## config.mk

```make
export PLATFORM = sky130hd
export DESIGN_NAME = branch_comp
export DESIGN_NICKNAME = d
export VERILOG_FILES = /design/src/rtl/branch_comp_pkg.sv /design/src/rtl/branch_comp_cmp_core.sv /design/src/rtl/branch_comp.sv
export SDC_FILE = /design/constraint.sdc
export NUM_CORES = 1
export LEC_CHECK = 0
export BUFFER_PORTS_ARGS = -buffer_cell sky130_fd_sc_hd__buf_2
export CAP_MARGIN = 20
export CORE_MARGIN = 10
export CORE_UTILIZATION = 55
export DETAILED_ROUTE_END_ITERATION = 12
export HOLD_SLACK_MARGIN = 0.03
export PLACE_DENSITY = 0.87
export SLEW_MARGIN = 30
export SYNTH_ARGS = -nofsm -noshare
export SYNTH_HDL_FRONTEND = slang
export SYNTH_SLANG_ARGS = --single-unit
export TNS_END_PERCENT = 10
```

## constraint.sdc

```tcl
create_clock -name clk -period 11.98 [get_ports clk]
set_input_delay 2.396 -clock clk [delete_from_list [all_inputs] [get_ports clk]]
set_output_delay 2.396 -clock clk [all_outputs]
set_load 0.01 [all_outputs]
```

## src/rtl/branch_comp_pkg.sv

```systemverilog
// Shared constants for the RV32I branch condition evaluator.
// B-type funct3 encodings used by the execute stage.
package branch_comp_pkg;

  localparam logic [2:0] F3_BEQ  = 3'b000;
  localparam logic [2:0] F3_BNE  = 3'b001;
  localparam logic [2:0] F3_BLT  = 3'b100;
  localparam logic [2:0] F3_BGE  = 3'b101;
  localparam logic [2:0] F3_BLTU = 3'b110;
  localparam logic [2:0] F3_BGEU = 3'b111;

endpackage

```

## src/rtl/branch_comp_cmp_core.sv

```systemverilog
// Operand comparator: equality, signed and unsigned less-than.
// Purely combinational; funct3 selection lives in the top level.
module branch_cmp_core #(
  parameter int XLEN = 32
) (
  input  logic [XLEN-1:0] rs1,
  input  logic [XLEN-1:0] rs2,
  output logic            eq,
  output logic            lt_signed,
  output logic            lt_unsigned
);

  logic [XLEN:0] diff;

  // The extra top bit of the subtraction is the borrow.
  assign diff        = {1'b0, rs1} - {1'b0, rs2};
  assign lt_unsigned = diff[XLEN];
  assign eq          = (diff[XLEN-1:0] == '0);

  assign lt_signed = (rs1[XLEN-1] != rs2[XLEN-1])
                   ? rs1[XLEN-1]
                   : lt_unsigned;

endmodule

```

## src/rtl/branch_comp.sv

```systemverilog
// Branch condition evaluator for the execute stage: combinational
// taken decision plus registered copy and saturating statistics.
module branch_comp
  import branch_comp_pkg::*;
#(
  parameter int XLEN  = 32,
  parameter int CNT_W = 32
) (
  input  logic             clk,
  input  logic             rst,
  input  logic [XLEN-1:0]  rs1_data,
  input  logic [XLEN-1:0]  rs2_data,
  input  logic [2:0]       branch_op,
  input  logic             branch_valid,
  output logic             branch_taken,
  output logic             branch_illegal,
  output logic             taken_q,
  output logic             valid_q,
  output logic [CNT_W-1:0] branch_count,
  output logic [CNT_W-1:0] taken_count
);

  localparam logic [CNT_W-1:0] CNT_MAX = '1;

  logic eq;
  logic lt_s;
  logic lt_u;

  branch_cmp_core #(
    .XLEN(XLEN)
  ) u_core (
    .rs1        (rs1_data),
    .rs2        (rs2_data),
    .eq         (eq),
    .lt_signed  (lt_s),
    .lt_unsigned(lt_u)
  );

  always_comb begin
    branch_taken   = 1'b0;
    branch_illegal = 1'b0;
    unique case (branch_op)
      F3_BEQ:  branch_taken = eq;
      F3_BNE:  branch_taken = ~eq;
      F3_BLT:  branch_taken = lt_s;
      F3_BGE:  branch_taken = ~lt_s;
      F3_BLTU: branch_taken = lt_u;
      F3_BGEU: branch_taken = ~lt_u;
      default: branch_illegal = 1'b1;
    endcase
  end

  always_ff @(posedge clk) begin
    if (rst) begin
      valid_q <= 1'b0;
      taken_q <= 1'b0;
    end else begin
      valid_q <= branch_valid;
      taken_q <= branch_valid & branch_taken;
    end
  end

  // Counters stick at all-ones rather than wrap.
  always_ff @(posedge clk) begin
    if (rst) begin
      branch_count <= '0;
      taken_count  <= '0;
    end else if (branch_valid) begin
      if (branch_count != CNT_MAX)
        branch_count <= branch_count + CNT_W'(1);
      if (branch_taken && taken_count != CNT_MAX)
        taken_count <= taken_count + CNT_W'(1);
    end
  end

endmodule

```

Yosys cells after proc, flatten, opt, wreduce, memory -nomap -nowiden
Cells that the tools add are included.
W data, S select, Z words.
{"block": "classes", "n_mux": 3, "bitwise": 4, "reduce_logical": 6, "eq_ne": 8, "add_sub_neg": 3}
{"operator": "$add A32 B1 Y32 const B", "n": 2}
{"operator": "$ne A32 B32 Y1 const B", "n": 2}
{"operator": "$sub A32 B32 Y33", "n": 1}
{"operator": "$logic_not A32 Y1", "n": 1}
{"operator": "$eq A3 B3 Y1 const B", "n": 4}
{"operator": "$pmux W1 S6", "n": 1}
{"operator": "$reduce_or A6 Y1", "n": 1}
{"operator": "$reduce_and A2 Y1", "n": 2}
{"operator": "$eq A3 B1 Y1 const B", "n": 1}
{"operator": "$logic_not A3 Y1", "n": 1}
{"operator": "$not A1 Y1", "n": 3}
{"operator": "$mux W1", "n": 2}
{"operator": "$and A1 B1 Y1", "n": 1}
{"operator": "$logic_and A1 B1 Y1", "n": 1}
{"operator": "$ne A1 B1 Y1", "n": 1}
{"block": "totals", "out_inout_bits": 68, "regBits": 66, "in_bits": 70}

Depth between registers and ports, before layout
Gate-level depths: netlist of the first run.
{"block": "logic_depth", "depth_word": 6, "depth_mapped": 16}

Hierarchy
Synthesis of the first run repeated with hierarchy kept, for this count alone.
{"block": "unflattened", "cells_unflattened": 741, "area_unflattened_um2": 5616.6}
{"mod": "branch_comp", "cells_each": 423, "area_each_um2": 3482.1, "instances": 1, "seq_area_each_um2": 1321.3}
{"mod": "branch_cmp_core", "cells_each": 318, "area_each_um2": 2134.5, "instances": 1, "seq_area_each_um2": 0.0}

Worst setup path after synthesis of the first run
No wires, ideal clock.
{"block": "synth_path", "kind": "input to output", "start": "input rs1_data[0]", "end": "output branch_taken", "path_buffers": 0, "arrival_ns": 5.308, "path_stages": 13, "slack_ns": 4.276, "path_cell_list": "inv_1 > ha_1 > fa_1 > nand2b_1 > a21oi_2 > o2111ai_1 > a211oi_2 > mux2i_1 > nor4_1 > nand4_2 > o311a_1 > nor3_4 > inv_2"}
{"block": "synth_via", "elab_chain_cells": 4}
{"element": "from (decl)", "line": "branch_comp.sv:11", "source": "input logic [XLEN-1:0] rs1_data,"}
{"element": "$sub A32 B32 Y33 (*)", "line": "branch_comp_cmp_core.sv:16", "source": "assign diff = {1'b0, rs1} - {1'b0, rs2};"}
{"element": "$logic_not A32 Y1 or $mux W1 (tied branches)", "line": "branch_comp_cmp_core.sv:18, branch_comp_cmp_core.sv:21"}
{"element": "$not A1 Y1, on equally long branches", "line": "branch_comp.sv:44, branch_comp.sv:46"}
{"element": "$pmux W1 S6 (*)", "line": "branch_comp.sv:42", "source": "unique case (branch_op)"}
{"element": "to (decl)", "line": "branch_comp.sv:15", "source": "output logic branch_taken,"}
Mark *: on every way between the ends. The rest lies on a longest branch, timed or not.

Worst setup path in the final report of the first run
Ends and elaborated chain as after synthesis.

==> impl_metrics.yaml, run 1 <==
status:
  status: "finished, final reports clean"
clock_network:
  cts_setup_buffers: 0
  cts_num_sinks: 66
  numCtsBuffers: 9
  clock_path_buffers: 2
  cts_resized: 0
  insertion_delay_ns: 0.34
  clkTransAtPathRegs_ns: 0.07
  h-tree-depth: 3
  cts_root_buffer: "clkbuf_8"
  tritoncts: "built"
  postCtsHoldBufs: 0
place:
  hpwl_mm: 12.3
  numPortBuffers: 137
  gp_congestion: 0.978
die:
  die_area_um2: 14300
  num_io_pins: 138
  die_x_um: 120
  start_util: 0.561
  die_y_um: 120
  num_rows: 36
  core_um2: 9730
cells_and_area:
  regArea_um2: 1320
  synthToLayoutAreaGrowth_pct: 17.4
  final_cell_mix: "buf_2 (137), nor2_1 (79), a21oi_1 (69)"
  multi_input_area_um2: 3790
  layout-drive-gt1-share: 0.206
  antenna_cells: 0
  layout_commonest_cell: "buf_2"
  nets: 968
  nFillCells: 882
worst_setup_path:
  crit_fanout: 54
  setup.worst_path.start_class: "primary input"
  cpPeakStageDelay_ns: 0.44
  critPathRequiredTime_ns: 9.58
  crit_family: "compound AO/OA/AOI/OAI gates"
  crit_path_end_kind: "primary output"
  cpMostUsedCell: "buf_2"
  cp_num_buf_inv: 5
  worst-setup-path-type: "primary input to primary output"
  crit_slowest_cell: "buf_4"
  path_cells: "buf_2 -> inv_1 -> ha_1 -> fa_1 -> nand2b_1 -> a21oi_2 -> o2111ai_1 -> a211oi_2 -> mux2i_1 -> nor4_1 -> nand4_2 -> o311a_1 -> nor3_4 -> buf_4 -> inv_2 -> buf_2"
  cp.arrival_ns: 6.16
sta:
  report.final.hold_viol_count: 0
  finalHoldWorstSlack_ns: 0.492
  clock_skew_ns: 0.0119
  drv_slew: 0
  tightest_slew_ns: 0.748
  period_needed_ns: 8.55
  fmax_ghz: 0.117
  setup_violations: 0
  rsz0062_at_grt: "false"
  period_share: 0.714
  max-slew-margin-rel: 0.502
  setup_tns_ns: 0
synthesis:
  syn_avg_cell_area_um2: 7.37
  yosys_warnings: 0
  synth_top_area_cell: "dfxtp_1"
  synth_top_area_share: 0.242
  synth_area_um2: 5460
  synthTopCellsByArea: "dfxtp_1 (24%), ha_1 (7.8%), a21oi_1 (6.3%)"
  synth_edf_count: 0
  ys_seq_elements: 66
  syn-num-nets: 846
  syn_inst: 741
  async_reset_ff_frac: 0
  yosysSeqAreaShare: 0.242
  ys.flop_type: "dfxtp_1"
  synth_cell_types: 72
global_routing:
  grt.overflow.total: 0
  grt_pass1_vias: 5624
  grt_pass1_wl_mm: 26.6
  grt_start_max_net_pins: 75
  grt_use_total: 0.214
  antenna_found_initial: 0
route:
  route.vias.total: 5898
  vias_per_cell: 5.89
  post_drt_wl_per_cell_um: 15.8
  drc: 0
  drtIter0Drc: 514
  wirelength_mm: 15.9
  dr.pass1.iters: 5
  postRouteAntennaNets: 0
run:
  cap_violations: 0
power:
  p_leak_uw: 0.00281
  power_density_nw_per_um2: 91.3
  max-vdd-ir-drop_mv: 0.0791
min_path:
  hp-class: "register to register"
## metrics by stage
step	utilization	std cells	instance area, um2	power [uW]	setup slack [ns]
floorplan	-	741	5460	347	4.28
global placement	0.637	985	6200	387	3.60
detailed placement	0.637	985	6200	388	3.49
CTS	0.659	1001	6410	584	3.45
global route	0.659	1001	6410	617	3.22
finish	0.659	1001	6410	585	3.43
## worst paths after layout
| check | startpoint | end | slack, ns | depth (start not counted) |
|---|---|---|---|---|
| setup / recovery | rs1_data[0] | branch_taken | 3.43 | 16 |
| hold / removal | taken_count[26]$_SDFFE_PP0P_ | taken_count[26]$_SDFFE_PP0P_ | 0.49 | 2 |
| setup reg to reg | taken_count[9]$_SDFFE_PP0P_ | taken_count[5]$_SDFFE_PP0P_ | 8.85 | 10 |
| hold reg to reg | taken_count[26]$_SDFFE_PP0P_ | taken_count[26]$_SDFFE_PP0P_ | 0.49 | 2 |
## cell families (layout without fill, tap and decap cells)
| logic type | Yosys count | in the layout | share of synthesized area |
|---|---|---|---|
| AO/OA/AOI/OAI | 183 | 183 | 0.215 |
| XOR/XNOR | 43 | 43 | 0.0690 |
| adder cells (fa/ha/maj) | 35 | 35 | 0.0816 |
| buffers and inverters | 87 | 214 | 0.0646 |
| flip-flops | 66 | 66 | 0.242 |
| multiplexers | 14 | 14 | 0.0307 |
| AND/OR/NAND/NOR | 313 | 313 | 0.297 |
## sequential cells by signal, summed over array words and instances (netlist names)
signal	flops
branch_count	32
taken_count	32
taken_q	1
valid_q	1
## metal layers
| metal | GRT usage | routed length [um] |
|---|---|---|
| met5 | 0 | 0 |
| met4 | 0.0754 | 353 |
| met3 | 0.0539 | 1370 |
| met2 | 0.362 | 7560 |
| met1 | 0.258 | 6570 |
## cells in the mapped netlist, types with 20 or more instances
library cell	instances
a21oi_1	69
nor2_1	79
xnor2_1	20
nand2_1	63
o21ai_0	29
inv_1	57
nor3_1	23
xor2_1	23
ha_1	34
dfxtp_1	66
nand3_1	33
## where the power goes
part / switching, uW / leakage, uW / internal (uW) / total (uW)
Combinational: 102 / 0.00217 / 63.0 / 165
Sequential: 1.70 / 0.000532 / 221 / 222
Clock: 92.6 / 0.000109 / 105 / 197
## layout make-up
cell class	count	share of cell area
Clock buffer	10	0.0215
Tap cell	133	0.0260
Multi-Input combinational cell	588	0.591
Inverter	58	0.0340
Timing Repair Buffer	140	0.110
Sequential cell	66	0.206
Clock inverter	6	0.0113
## worst register-to-register path: stages (launching register included)
cell and delay (ns):
dfxtp_1 0.45, and4_1 0.26, and3_1 0.23, nand3_1 0.13, nor2_1 0.25, nand4_1 0.21, or3_1 0.38, nand2_2 0.47
inv_1 0.13, and3_1 0.19, mux2_1 0.30
Power figures use the tool's default switching activity.
==> run 2, diff against run 1 <==
--- a/config.mk
+++ b/config.mk
@@ -5,13 +5,14 @@
 export SDC_FILE = /design/constraint.sdc
 export NUM_CORES = 1
 export LEC_CHECK = 0
+export ABC_AREA = 1
 export BUFFER_PORTS_ARGS = -buffer_cell sky130_fd_sc_hd__buf_2
 export CAP_MARGIN = 20
 export CORE_MARGIN = 10
 export CORE_UTILIZATION = 55
 export DETAILED_ROUTE_END_ITERATION = 12
 export HOLD_SLACK_MARGIN = 0.03
-export PLACE_DENSITY = 0.87
+export PLACE_DENSITY = 0.85
 export SLEW_MARGIN = 30
 export SYNTH_ARGS = -nofsm -noshare
 export SYNTH_HDL_FRONTEND = slang
==> constraint.sdc (replaced) <==
create_clock -name clk -period 8.6 [get_ports clk]
set_input_delay 1.72 -clock clk [delete_from_list [all_inputs] [get_ports clk]]
set_output_delay 1.72 -clock clk [all_outputs]
set_load 0.01 [all_outputs]
==> run 2 against run 1 <==
  * Area after synthesis grew 23%
  * Register-to-register slack lost 3.2 ns
  * Die area grew 19%
  * Utilization shrank 0.99 points
  * Combinational power grew 55%
  * Critical path type unchanged
  * Largest cell class unchanged
==> impl_metrics.yaml, run 2 <==
worst_setup_path:
  cpPeakStageDelay_ns: 0.53
  reg2reg_depth: 15
  crit_slowest_cell: "nand3_4"
  rr_endpoint: "branch_count[30]$_SDFFE_PP0P_"
  critPathRequiredTime_ns: 6.88
  crit_path_end_kind: "primary output"
  cp_num_buf_inv: 4
  cp-endpoint: "branch_taken"
  path_cells: "buf_2 -> inv_1 -> ha_1 -> fa_1 -> inv_1 -> nand3_1 -> nand3_1 -> nand2_1 -> nand2_1 -> nand2_1 -> nand3_1 -> a21oi_1 -> nand2_1 -> nand2_1 -> nand2_1 -> nand2_1 -> nor2_1 -> nand3_4 -> buf_2"
  cp.arrival_ns: 4.62
  worst-setup-path-type: "primary input to primary output"
  r2r_start: "branch_count[0]$_SDFFE_PP0P_"
  startpoint: "rs1_data[0]"
  setup.worst_path.start_class: "primary input"
  crit_family: "simple AND/OR/NAND/NOR gates"
  cpMostUsedCell: "nand2_1"
  ff2ff_setup_slack_ns: 5.67
  crit_fanout: 62
  path_depth: 19
sta:
  drv_slew: 0
  period_needed_ns: 6.34
  fmax_ghz: 0.158
  tightest_slew_ns: 0.762
  setup_violations: 0
  clock_skew_ns: 0.00499
  rsz0062_at_grt: "false"
  max-slew-margin-rel: 0.487
  setup_tns_ns: 0
  period_share: 0.737
  report.final.hold_viol_count: 0
synthesis:
  synth_edf_count: 0
  yosysSeqAreaShare: 0.196
  ys_seq_elements: 66
  syn_inst: 1251
  ys.flop_type: "dfxtp_1"
  synth_top_area_share: 0.226
  yosys_warnings: 0
  synth_cell_types: 36
  synthTopCellsByArea: "nand2_1 (23%), dfxtp_1 (20%), inv_1 (16%)"
  syn_avg_cell_area_um2: 5.38
  synth.most_common_cell: "nand2_1"
  synth_top_area_cell: "nand2_1"
  synth_area_um2: 6730
  synthTopCellsByCount: "nand2_1 (406), inv_1 (293), nor2_1 (137)"
  syn-num-nets: 1356
  async_reset_ff_frac: 0
clock_network:
  cts_num_sinks: 66
  h-tree-depth: 3
  cts_root_buffer: "clkbuf_16"
  cts_setup_buffers: 0
  tritoncts: "built"
  postCtsHoldBufs: 0
  clkTransAtPathRegs_ns: 0.06
  clock_path_buffers: 2
  insertion_delay_ns: 0.33
  cts_resized: 0
  numCtsBuffers: 9
global_routing:
  grt.overflow.total: 0
  antenna_found_initial: 0
  grt_start_max_net_pins: 63
  grt_pass1_wl_mm: 30.6
  grt_pass1_vias: 7036
  grt_use_total: 0.213
cells_and_area:
  reg_top3: "branch_count x32, taken_count x32"
  synthToLayoutAreaGrowth_pct: 15.8
  antenna_cells: 0
  nets: 1484
  layout-drive-gt1-share: 0.133
  final_cell_mix: "nand2_1 (406), inv_1 (293), nor2_1 (137), buf_2 (137), nand3_1 (81)"
  final-instance-count-excl-fill: 1531
  layout_commonest_cell: "nand2_1"
power:
  power.share.clock: 0.413
  p_leak_uw: 0.00441
  power_density_nw_per_um2: 124
  switching_share: 0.319
  internal_power_uw: 659
  max-vdd-ir-drop_mv: 0.114
  power_frac_seq: 0.323
  combPwrFrac: 0.264
  switching_power_uw: 309
run:
  cap_violations: 0
die:
  die_area_um2: 17100
  num_rows: 40
  die_x_um: 131
  start_util: 0.560
  core_um2: 12000
  num_io_pins: 138
  die_y_um: 131
route:
  wirelength_mm: 18.4
  dr.pass1.iters: 5
  post_drt_wl_per_cell_um: 12.0
  drtIter0Drc: 753
  postRouteAntennaNets: 0
  vias_per_cell: 4.97
  route.vias.total: 7613
  drc: 0
place:
  gp_congestion: 0.949
  placedCellCount: 1515
  numPortBuffers: 137
  hpwl_mm: 14.7
min_path:
  hp-class: "register to register"
  worstHoldStart: "branch_count[13]$_SDFFE_PP0P_"
status:
  status: "finished, final reports clean"
[run 2: cell count changes in the layout (fill, tap and decap cells not counted), moves of 17 or more]
cell,previous run,this run
nand2_1,62,406
inv_1,57,293
nor2_1,79,137
nand3_1,33,81
nand4_1,15,57
a21oi_1,69,43
o31ai_1,18,0
or4_1,18,0
xor2_1,23,5
or3_1,17,0
[run 2: layout make-up]
cell class                      instances  area [um2]
Timing Repair Buffer                  139         701
Clock buffer                           11         243
Clock inverter                          5        77.6
Inverter                              296        1110
Sequential cell                        66        1320
Tap cell                              147         184
Multi-Input combinational cell        867        4160
Fill cell                            1199        4220
[run 2: metal layers]
| layer | GRT usage | routed length, um | vias to the layer above |
|---|---|---|---|
| met3 | 0.0475 | 1210 | 31 |
| met5 | 0 | 0 | - |
| met2 | 0.345 | 8130 | 207 |
| li1 | - | - | 4084 |
| met1 | 0.277 | 8650 | 3291 |
| met4 | 0.0628 | 387 | 0 |
[run 2: worst min-delay path by stage]
stage / end / depth (start not counted) / slack [ns]
floorplan: branch_count[13]$_SDFFE_PP0P_ / 2 / 0.49
global placement: branch_count[13]$_SDFFE_PP0P_ / 2 / 0.47
detailed placement: branch_count[13]$_SDFFE_PP0P_ / 2 / 0.48
CTS: branch_count[13]$_SDFFE_PP0P_ / 2 / 0.49
global route: branch_count[13]$_SDFFE_PP0P_ / 2 / 0.51
finish: branch_count[13]$_SDFFE_PP0P_ / 2 / 0.49
[run 2: power groups by stage]
stage | clock network [uW] | registers, uW | logic, uW
after floorplan | 0 | 321 | 191
after global placement | 0 | 319 | 248
after detailed placement | 0 | 319 | 252
after CTS | 402 | 313 | 253
after global routing | 415 | 313 | 293
final | 400 | 313 | 255
[run 2: tightest hold or removal path, cell delays in order, from the launching register on]
cell,delay [ns]
dfxtp_1,0.34
inv_1,0.06
a21oi_1,0.05
[run 2: through the flow]
stage                     setup slack (ns)   util  instance area (um2)  power [uW]  hold slack [ns]
after global placement                2.39  0.622                 7470         567            0.470
after floorplan                       3.17      -                 6730         512            0.493
after detailed placement              2.29  0.622                 7470         571            0.478
after global routing                  1.93  0.649                 7790        1020            0.514
final                                 2.26  0.649                 7790         968            0.489
after CTS                             2.29  0.649                 7790         968            0.488
[run 2: logic make-up (layout without fill, tap and decap cells)]
family | count (synthesis) | count (layout) | share of synthesized area
buf+inv | 318 | 451 | 0.186
simple gates | 751 | 751 | 0.483
fa+ha+maj | 35 | 35 | 0.0662
flops | 66 | 66 | 0.196
xor+xnor | 12 | 12 | 0.0156
compound gates | 69 | 69 | 0.0532
==> run 3, diff against run 2 <==
--- a/config.mk
+++ b/config.mk
@@ -9,10 +9,10 @@
 export BUFFER_PORTS_ARGS = -buffer_cell sky130_fd_sc_hd__buf_2
 export CAP_MARGIN = 20
 export CORE_MARGIN = 10
-export CORE_UTILIZATION = 55
+export CORE_UTILIZATION = 51
 export DETAILED_ROUTE_END_ITERATION = 12
 export HOLD_SLACK_MARGIN = 0.03
-export PLACE_DENSITY = 0.85
+export PLACE_DENSITY = 0.83
 export SLEW_MARGIN = 30
 export SYNTH_ARGS = -nofsm -noshare
 export SYNTH_HDL_FRONTEND = slang
==> constraint.sdc (replaced) <==
create_clock -name clk -period 5.4 [get_ports clk]
set_input_delay 1.08 -clock clk [delete_from_list [all_inputs] [get_ports clk]]
set_output_delay 1.08 -clock clk [all_outputs]
set_load 0.01 [all_outputs]
==> run 3 against run 2 <==
  * Flip-flop and latch count did not move
  * Global-route usage fell by 1.3 points
  * Utilization fell by 3.6 points
  * Sequential share of layout area fell by 0.084 points
  * Non-clock buffer count rose by 1
  * Clock power rose by 57%
  * Sequential power rose by 59%
  * First-iteration DRC count fell by 20%
  * Clock-buffer cell count did not move
  * Critical path type unchanged
==> impl_metrics.yaml, run 3 (synthesized netlist as in run 2, its figures left out) <==
sta:
  setup_tns_ns: 0
  rsz0062_at_grt: "false"
  clock_skew_ns: 0.00645
  finalHoldWorstSlack_ns: 0.480
  period_needed_ns: 4.44
  setup_violations: 0
  max-slew-margin-rel: 0.489
  fmax_ghz: 0.225
  report.final.hold_viol_count: 0
  tightest_slew_ns: 0.759
  period_share: 0.822
  layout_setup_ws_ns: 0.959
  drv_slew: 0
route:
  drtIter0Drc: 603
  post_drt_wl_per_cell_um: 12.0
  dr.pass1.iters: 5
  drc: 0
  postRouteAntennaNets: 0
  route.vias.total: 7693
  vias_per_cell: 4.94
  wirelength_mm: 18.7
power:
  total_power_uw: 1540
  power_density_nw_per_um2: 196
  p_leak_uw: 0.00442
  max-vdd-ir-drop_mv: 0.164
cells_and_area:
  final_cell_mix: "nand2_1 (406), inv_1 (293), nor2_1 (137), buf_2 (137), nand3_1 (81)"
  layout_commonest_cell: "nand2_1"
  layout-drive-gt1-share: 0.134
  nets: 1485
  fin_util: 0.613
  nFillCells: 1321
  reg_top3: "branch_count x32, taken_count x32"
  synthToLayoutAreaGrowth_pct: 16.4
  antenna_cells: 0
clock_network:
  clkTransAtPathRegs_ns: 0.05
  clock_path_buffers: 2
  tritoncts: "built"
  numCtsBuffers: 9
  cts_setup_buffers: 0
  cts_root_buffer: "clkbuf_16"
  insertion_delay_ns: 0.33
  cts_num_sinks: 66
  cts_resized: 0
  postCtsHoldBufs: 0
  h-tree-depth: 3
place:
  pre_cts_slack_ns: 0.954
  gp_congestion: 0.944
  numPortBuffers: 137
  hpwl_mm: 15.2
global_routing:
  antenna_found_initial: 0
  grt.overflow.total: 0
  grt_pass1_vias: 7032
  grt_pass1_wl_mm: 31.2
  grt_use_total: 0.199
  grt_start_max_net_pins: 62
worst_setup_path:
  r2r_start: "branch_count[0]$_SDFFE_PP0P_"
  crit_path_end_kind: "primary output"
  setup.worst_path.start_class: "primary input"
  critPathRequiredTime_ns: 4.32
  worst-setup-path-type: "primary input to primary output"
  cpPeakStageDelay_ns: 0.40
  cp.arrival_ns: 3.36
  crit_slowest_cell: "fa_1"
  crit_family: "simple AND/OR/NAND/NOR gates"
  crit_fanout: 3
  reg2reg_depth: 15
  path_cells: "buf_2 -> inv_1 -> ha_1 -> fa_1 -> inv_1 -> nand3_1 -> nand3_1 -> nand2_1 -> nand2_1 -> nand3_1 -> nand3_1 -> nand2_1 -> nor2_1 -> nand2_1 -> nor2_1 -> nand3_1 -> nand2_2 -> nand3_4 -> buf_2"
  rr_endpoint: "branch_count[30]$_SDFFE_PP0P_"
  cpMostUsedCell: "nand3_1"
  ff2ff_setup_slack_ns: 2.51
  cp_num_buf_inv: 4
min_path:
  hold_end: "branch_count[4]$_SDFFE_PP0P_"
  hp-class: "register to register"
  worstHoldStart: "branch_count[4]$_SDFFE_PP0P_"
  whs_path_depth: 2
die:
  die_area_um2: 18200
  num_rows: 41
  start_util: 0.527
  die_y_um: 135
  num_io_pins: 138
  core_um2: 12800
  die_x_um: 135
status:
  status: "finished, final reports clean"
run:
  cap_violations: 0
-- run 3: changes by cell type in the layout (fill, tap and decap cells not counted), sizes merged --
cell / delta
buf: +1
-- run 3: final cells by class --
| type | count | area [um2] | share of cell area |
|---|---|---|---|
| flip-flops and latches | 66 | 1320 | 0.169 |
| inverters | 296 | 1110 | 0.142 |
| clock inverters | 5 | 77.6 | 0.00990 |
| multi-input cells | 867 | 4160 | 0.531 |
| well taps | 172 | 215 | 0.0275 |
| clock buffers | 11 | 243 | 0.0310 |
| repair buffers | 140 | 708 | 0.0904 |
-- run 3: worst max path at each step --
stage / endpoint / slack (ns) / from / cells past startpoint
after global placement: branch_taken / 1.04 / rs1_data[0] / 19
after global routing: branch_taken / 0.70 / rs1_data[0] / 19
after CTS: branch_taken / 0.94 / rs1_data[0] / 19
after floorplan: branch_taken / 1.25 / rs1_data[0] / 18
final: branch_taken / 0.96 / rs1_data[0] / 19
after detailed placement: branch_taken / 0.95 / rs1_data[0] / 19
-- run 3: through the flow --
step | instance area, um2 | cells
2_1_floorplan | 6730 | 1251
3_3_place_gp | 7510 | 1541
3_5_place_dp | 7510 | 1541
4_1_cts | 7830 | 1557
5_1_grt | 7830 | 1557
6_report | 7830 | 1557
-- run 3: metal layers --
layer | GRT usage | part of all wire
met4 | 0.0387 | 0.011
met3 | 0.0568 | 0.080
met1 | 0.258 | 0.46
met2 | 0.323 | 0.45
met5 | 0 | 0
-- run 3: power by group --
part,switching [uW],internal [uW]
Sequential,5.41,493
Combinational,265,143
Clock,215,415
-- run 3: worst min-delay path, stage by stage, from the launching register on --
cell and delay, ns:
dfxtp_1 0.31, inv_1 0.06, a21oi_1 0.05
